[src/rtl/serial_word_source.sv]
// serial_word_source: parallel-to-serial stage feeding the 1010 sequence detector.
// Accepts a WIDTH-bit word on a load/ready handshake and emits it one bit per
// clock on x_out. Words can follow each other with no idle gap, a flush aborts
// the word in flight, and words_sent counts completed words modulo 256.
module serial_word_source #(
  parameter int WIDTH      = 8,
  parameter bit MSB_FIRST  = 1'b1,
  parameter bit IDLE_LEVEL = 1'b0
) (
  input  logic             clk,
  input  logic             reset,
  input  logic [WIDTH-1:0] din,
  input  logic             load,
  input  logic             flush,
  output logic             ready,
  output logic             x_out,
  output logic             x_valid,
  output logic             last,
  output logic             busy,
  output logic [7:0]       words_sent
);

  localparam int CW = $clog2(WIDTH);
  localparam logic [CW-1:0] LAST_IDX = CW'(WIDTH - 1);

  typedef enum logic {
    IDLE  = 1'b0,
    SHIFT = 1'b1
  } state_t;

  state_t           state;
  state_t           state_nxt;
  logic [WIDTH-1:0] shreg;
  logic [WIDTH-1:0] shreg_nxt;
  logic [WIDTH-1:0] shreg_shifted;
  logic [CW-1:0]    bit_cnt;
  logic [CW-1:0]    bit_cnt_nxt;
  logic [7:0]       words_nxt;
  logic             at_last;
  logic             accept;

  // The final bit of a word is on the wire; this is the only in-word cycle
  // where a new word may be taken, which keeps back-to-back words gapless.
  assign at_last = (state == SHIFT) && (bit_cnt == LAST_IDX);

  // Flush always wins: a load arriving together with it must be refused.
  assign ready  = !flush && ((state == IDLE) || at_last);
  assign accept = load && ready;

  assign x_valid = (state == SHIFT);
  assign busy    = (state == SHIFT);
  assign last    = at_last;

  // Outside a word the line rests at IDLE_LEVEL so the detector sees a stable value.
  assign x_out = (state == SHIFT) ? (MSB_FIRST ? shreg[WIDTH-1] : shreg[0]) : IDLE_LEVEL;

  // The register moves toward whichever end x_out is taken from.
  assign shreg_shifted = MSB_FIRST ? {shreg[WIDTH-2:0], 1'b0} : {1'b0, shreg[WIDTH-1:1]};

  // Next-state logic: flush, then accept/shift/complete decisions.
  always_comb begin
    state_nxt   = state;
    shreg_nxt   = shreg;
    bit_cnt_nxt = bit_cnt;
    words_nxt   = words_sent;
    if (flush) begin
      state_nxt   = IDLE;
      bit_cnt_nxt = '0;
    end else begin
      unique case (state)
        IDLE: begin
          if (accept) begin
            state_nxt   = SHIFT;
            shreg_nxt   = din;
            bit_cnt_nxt = '0;
          end
        end
        SHIFT: begin
          if (!at_last) begin
            bit_cnt_nxt = bit_cnt + 1'b1;
            shreg_nxt   = shreg_shifted;
          end else begin
            words_nxt = words_sent + 8'd1;
            if (accept) begin
              shreg_nxt   = din;
              bit_cnt_nxt = '0;
            end else begin
              state_nxt   = IDLE;
              bit_cnt_nxt = '0;
            end
          end
        end
        default: state_nxt = IDLE;
      endcase
    end
  end

  // State and datapath registers; reset discards any partial word immediately.
  always_ff @(posedge clk or negedge reset) begin
    if (!reset) begin
      state      <= IDLE;
      shreg      <= '0;
      bit_cnt    <= '0;
      words_sent <= 8'd0;
    end else begin
      state      <= state_nxt;
      shreg      <= shreg_nxt;
      bit_cnt    <= bit_cnt_nxt;
      words_sent <= words_nxt;
    end
  end

endmodule
[config.mk]
export PLATFORM = sky130hd
export DESIGN_NAME = serial_word_source
export DESIGN_NICKNAME = d
export VERILOG_FILES = /design/src/rtl/serial_word_source.sv
export SDC_FILE = /design/constraint.sdc
export NUM_CORES = 1
export LEC_CHECK = 0
export ABC_CLOCK_PERIOD_IN_PS = 5100
export CAP_MARGIN = 0
export CORE_MARGIN = 2
export CORE_UTILIZATION = 42
export CTS_BUF_LIST = sky130_fd_sc_hd__clkbuf_2
export CTS_CLUSTER_SIZE = 14
export DETAILED_ROUTE_END_ITERATION = 12
export GPL_TIMING_DRIVEN = 0
export PLACE_DENSITY = 0.68
export SLEW_MARGIN = 10
export SYNTH_ARGS = -nofsm -noshare
export SYNTH_HDL_FRONTEND = slang
export SYNTH_SLANG_ARGS = --single-unit
export TNS_END_PERCENT = 1
[constraint.sdc]
create_clock -name clk -period 5.1 [get_ports clk]
set_clock_uncertainty 0.1 [all_clocks]
set_input_delay 1.02 -clock clk [delete_from_list [all_inputs] [get_ports clk]]
set_output_delay 1.02 -clock clk [all_outputs]
set_load 0.005 [all_outputs]
Word level (Yosys, flattened, before mapping). Cells that the tools add are included. W data, S select, Z words.

Register bits: 20. Input bits: 12. Output and inout bits: 13.

$add $sub $neg: 2. Equal/unequal tests: 2. Mux-type cells: 12. Bitwise gates (word level): 2. Reduce and logical (&&, ||, !) cells: 6.

Operator list (count): $mux W8 (2); $pmux W8 S2 (1); $mux W3 (3); $add A8 B1 Y8 const B (1); $pmux W3 S2 (1); $mux W1 (4); $add A3 B1 Y3 const B (1); $eq A3 B3 Y1 const B (1); $logic_and A1 B1 Y1 (3); $ne A3 B3 Y1 const B (1); $reduce_and A3 Y1 (1); $not A1 Y1 (2); $pmux W1 S2 (1); $logic_not A1 Y1 (1); $logic_or A1 B1 Y1 (1).

Longest topological paths before layout.
Word-level depth: 9. Gate-level depth with buffers: 6. Gate-level depth less buffers: 5.

Worst setup path before layout. Ideal clock, no wire load.

Kind: input-to-output. Start point: in flush. End point: out ready. Arrival time: 1.363 ns. Setup slack: 2.617 ns. Cell stages on the path: 2. Buffers on the path: 1. Cell sequence: clkbuf_1 -> nor2_1.

Longest elaborated chain between the ends: 2.

RTL lines: start: declaration (line 14) `input logic flush,`; $logic_not A1 Y1 (line 47) `assign ready = !flush && ((state == IDLE) || at_last);`; $logic_and A1 B1 Y1 (line 47); end: declaration (line 15) `output logic ready,`.

No other way between the ends.

Worst setup path after layout. Same ends and word-level chain as after synthesis.

==> results.sh <==
export IMPL_min_delay_path_class="register to register"
export IMPL_clkLatencyLatePin_ps=320
export IMPL_timing_rr_start="bit_cnt[0]$_DFFE_PN0P_"
export IMPL_final_cell_mix="24 x clkdlybuf4s50_1, 20 x dfrtp_1, 8 x nor2_1, 7 x o22a_1"
export IMPL_coreArea_um2=2255
export IMPL_rows=17
export IMPL_grt_ovfl_total=0
export IMPL_initial_core_util_pct=45.06
export IMPL_period_minus_slack_ps=3681
export IMPL_ctsResizeCount=0
export IMPL_die_w_um=53.19
export IMPL_hold_viol=0
export IMPL_grtUsageTotal_pct=15.55
export IMPL_status="finished clean"
export IMPL_placedCellCount=137
export IMPL_maxCapViolCount=0
export IMPL_worst_slew_pin_slew_ps=885.3
export IMPL_clockBufferDepth=2
export IMPL_setup_tns_ps=0
export IMPL_post_route_period_util_pct=72.18
export IMPL_diodes=0
export IMPL_initialDrtViolationCount=12
export IMPL_hold_path_end="words_sent[7]$_DFFE_PN0P_"
export IMPL_whs_path_depth=1
export IMPL_maxSlewHeadroom_pct=40.80
export IMPL_crit_top_cell="clkdlybuf4s50_1"
export IMPL_cts_root_buf="clkbuf_2"
export IMPL_syn_area_um2=1016
export IMPL_p_leak_nw=0.6403
export IMPL_cts_setup_buffers=0
export IMPL_hold_worst_slack_ps=399.7
export IMPL_syn_nets=100
export IMPL_syn2layout_area_growth_pct=31.53
export IMPL_synth_cell_types=25
export IMPL_crit_type="input pin to primary output"
export IMPL_drive_gt1_share_pct=13.27
export IMPL_grt_first_pass_wirelength_mm=3.077
export IMPL_cts_sinks=20
export IMPL_globalplace_congestion=0.7347
export IMPL_power_density_nw_per_um2=262.4
export IMPL_io_buffers=24
export IMPL_viasPerCell=4.979
export IMPL_die_h_um=53.19
export IMPL_cts_htree_levels=1
export IMPL_synth_seq_cells=20
export IMPL_critPathMaxFanout=10
export IMPL_r2r_slack_ps=3200
export IMPL_path_cells="clkdlybuf4s50_1, clkbuf_1, nor2_1, clkdlybuf4s50_1"
export IMPL_vias=702
export IMPL_postCtsHoldBufs=0
export IMPL_cp_required_ps=3980
export IMPL_die_area_um2=2829
export IMPL_drtAntennaViolNets=0
export IMPL_postRouteWirelength_mm=1.711
export IMPL_crit_path_start_kind="input pin"
export IMPL_yosysWarnings=0
export IMPL_tritoncts="built"
export IMPL_hpwl_mm=1.315
export IMPL_layout_commonest_cell="clkdlybuf4s50_1"
export IMPL_grt_max_degree=21
export IMPL_final_nets=129
export IMPL_r2r_cells=6
export IMPL_wire_per_inst_um=12.13
export IMPL_grt_pass1_vias=711
export IMPL_end_kind="primary output"
export IMPL_fmax_ghz=0.2717
export IMPL_rr_endpoint="shreg[2]$_DFFE_PN0N_"
export IMPL_cts_buffers=3
export IMPL_setup_viol=0
export IMPL_slowest_stage="clkdlybuf4s50_1"
export IMPL_ys_seq_area_share_pct=49.26
export IMPL_final_cells=141
export IMPL_dr_pass1_iters=4
export IMPL_rsz0062_at_grt="false"
export IMPL_min_from="words_sent[7]$_DFFE_PN0P_"
export IMPL_synth_avg_cell_area_um2=11.95
export IMPL_critical_path_max_stage_delay_ps=620
export IMPL_worstPathArrival_ps=2560
export IMPL_finalPower_w=0.0003506
export IMPL_drc=0
export IMPL_vdd_drop_max_mv=0.1975
export IMPL_antenna_found_initial=0
export IMPL_final_max_slew_viol_count=0
export IMPL_io_pins=25
export IMPL_clk_pin_slew_ps=210
export IMPL_netlist_instances=85
==> power by group <==
group	leakage (nW)	total [W]	internal, W	switching, W
Clock	0.0266	0.000119	0.0000677	0.0000510
Sequential	0.255	0.000177	0.000170	0.00000684
Combinational	0.359	0.0000547	0.0000350	0.0000197
==> kinds of logic (layout without fill, tap and decap cells) <==
logic type,count (synthesis),count (layout),share of synthesized area (%)
xor+xnor,7,7,6.035
simple gates,29,29,16.01
fa+ha+maj,3,3,3.695
mux,9,9,11.95
compound gates,11,11,9.730
buf+inv,6,34,3.325
flops,20,20,49.26
==> cell usage after synthesis <==
cell type | instances | area (um2)
xnor2_1 | 1 | 8.760
o22ai_1 | 1 | 6.260
ha_1 | 3 | 37.54
nand2b_1 | 6 | 37.54
clkbuf_1 | 1 | 3.750
or2b_1 | 1 | 7.510
inv_1 | 3 | 11.26
nand2_1 | 3 | 11.26
nor4_1 | 1 | 6.260
nor2b_1 | 2 | 12.51
buf_6 | 1 | 11.26
a22oi_1 | 2 | 15.01
nor3_1 | 2 | 10.01
o22a_1 | 7 | 61.31
dfrtp_1 | 20 | 500.5
buf_4 | 1 | 7.510
and2_1 | 2 | 12.51
nand3b_4 | 1 | 20.02
a21oi_4 | 1 | 16.27
mux2i_1 | 2 | 20.02
mux2_4 | 6 | 90.09
nand3_1 | 3 | 15.01
xor2_1 | 6 | 52.55
mux2_2 | 1 | 11.26
nor2_1 | 8 | 30.03
==> registers in the layout, summed over array words and instances (netlist names) <==
name and flops:
bit_cnt 3, busy 1, shreg 8, words_sent 8
==> worst max path at each step <==
stage / start / to / slack, ps / depth (start not counted)
2_1_floorplan: flush / ready / 2620 / 2
3_3_place_gp: flush / ready / 1420 / 4
6_report: flush / ready / 1420 / 4
5_1_grt: flush / ready / 1310 / 4
4_1_cts: flush / ready / 1410 / 4
3_5_place_dp: flush / ready / 1390 / 4
==> metrics by stage <==
step,cell area (um2),setup slack [ps],utilization (%)
2_1_floorplan,1016,2617,-
3_3_place_gp,1291,1416,57.27
3_5_place_dp,1291,1389,57.27
4_1_cts,1336,1408,59.27
5_1_grt,1336,1314,59.27
6_report,1336,1419,59.27
==> layer usage <==
metal / track usage (%) / share of wire (%) / vias up
met3: 2.542 / 3.4 / 2
met5: 0 / 0 / -
li1: - / - / 352
met2: 24.79 / 47 / 11
met4: 8.974 / 0.94 / 0
met1: 19.78 / 48 / 337
==> critical path, delay by kind of cell <==
family / cells / cell delay (ps)
buf+inv: 3 / 1450
simple gates: 1 / 90
==> layout make-up <==
type,count,area (um2)
buffer,3,22.52
clock buffer,3,15.01
clock inverter,1,30.03
fill,223,918.4
inverter,3,11.26
multi-input combinational,59,481.7
sequential,20,500.5
tap,28,35.03
timing repair buffer,24,240.2
Power figures use the tool's default switching activity.
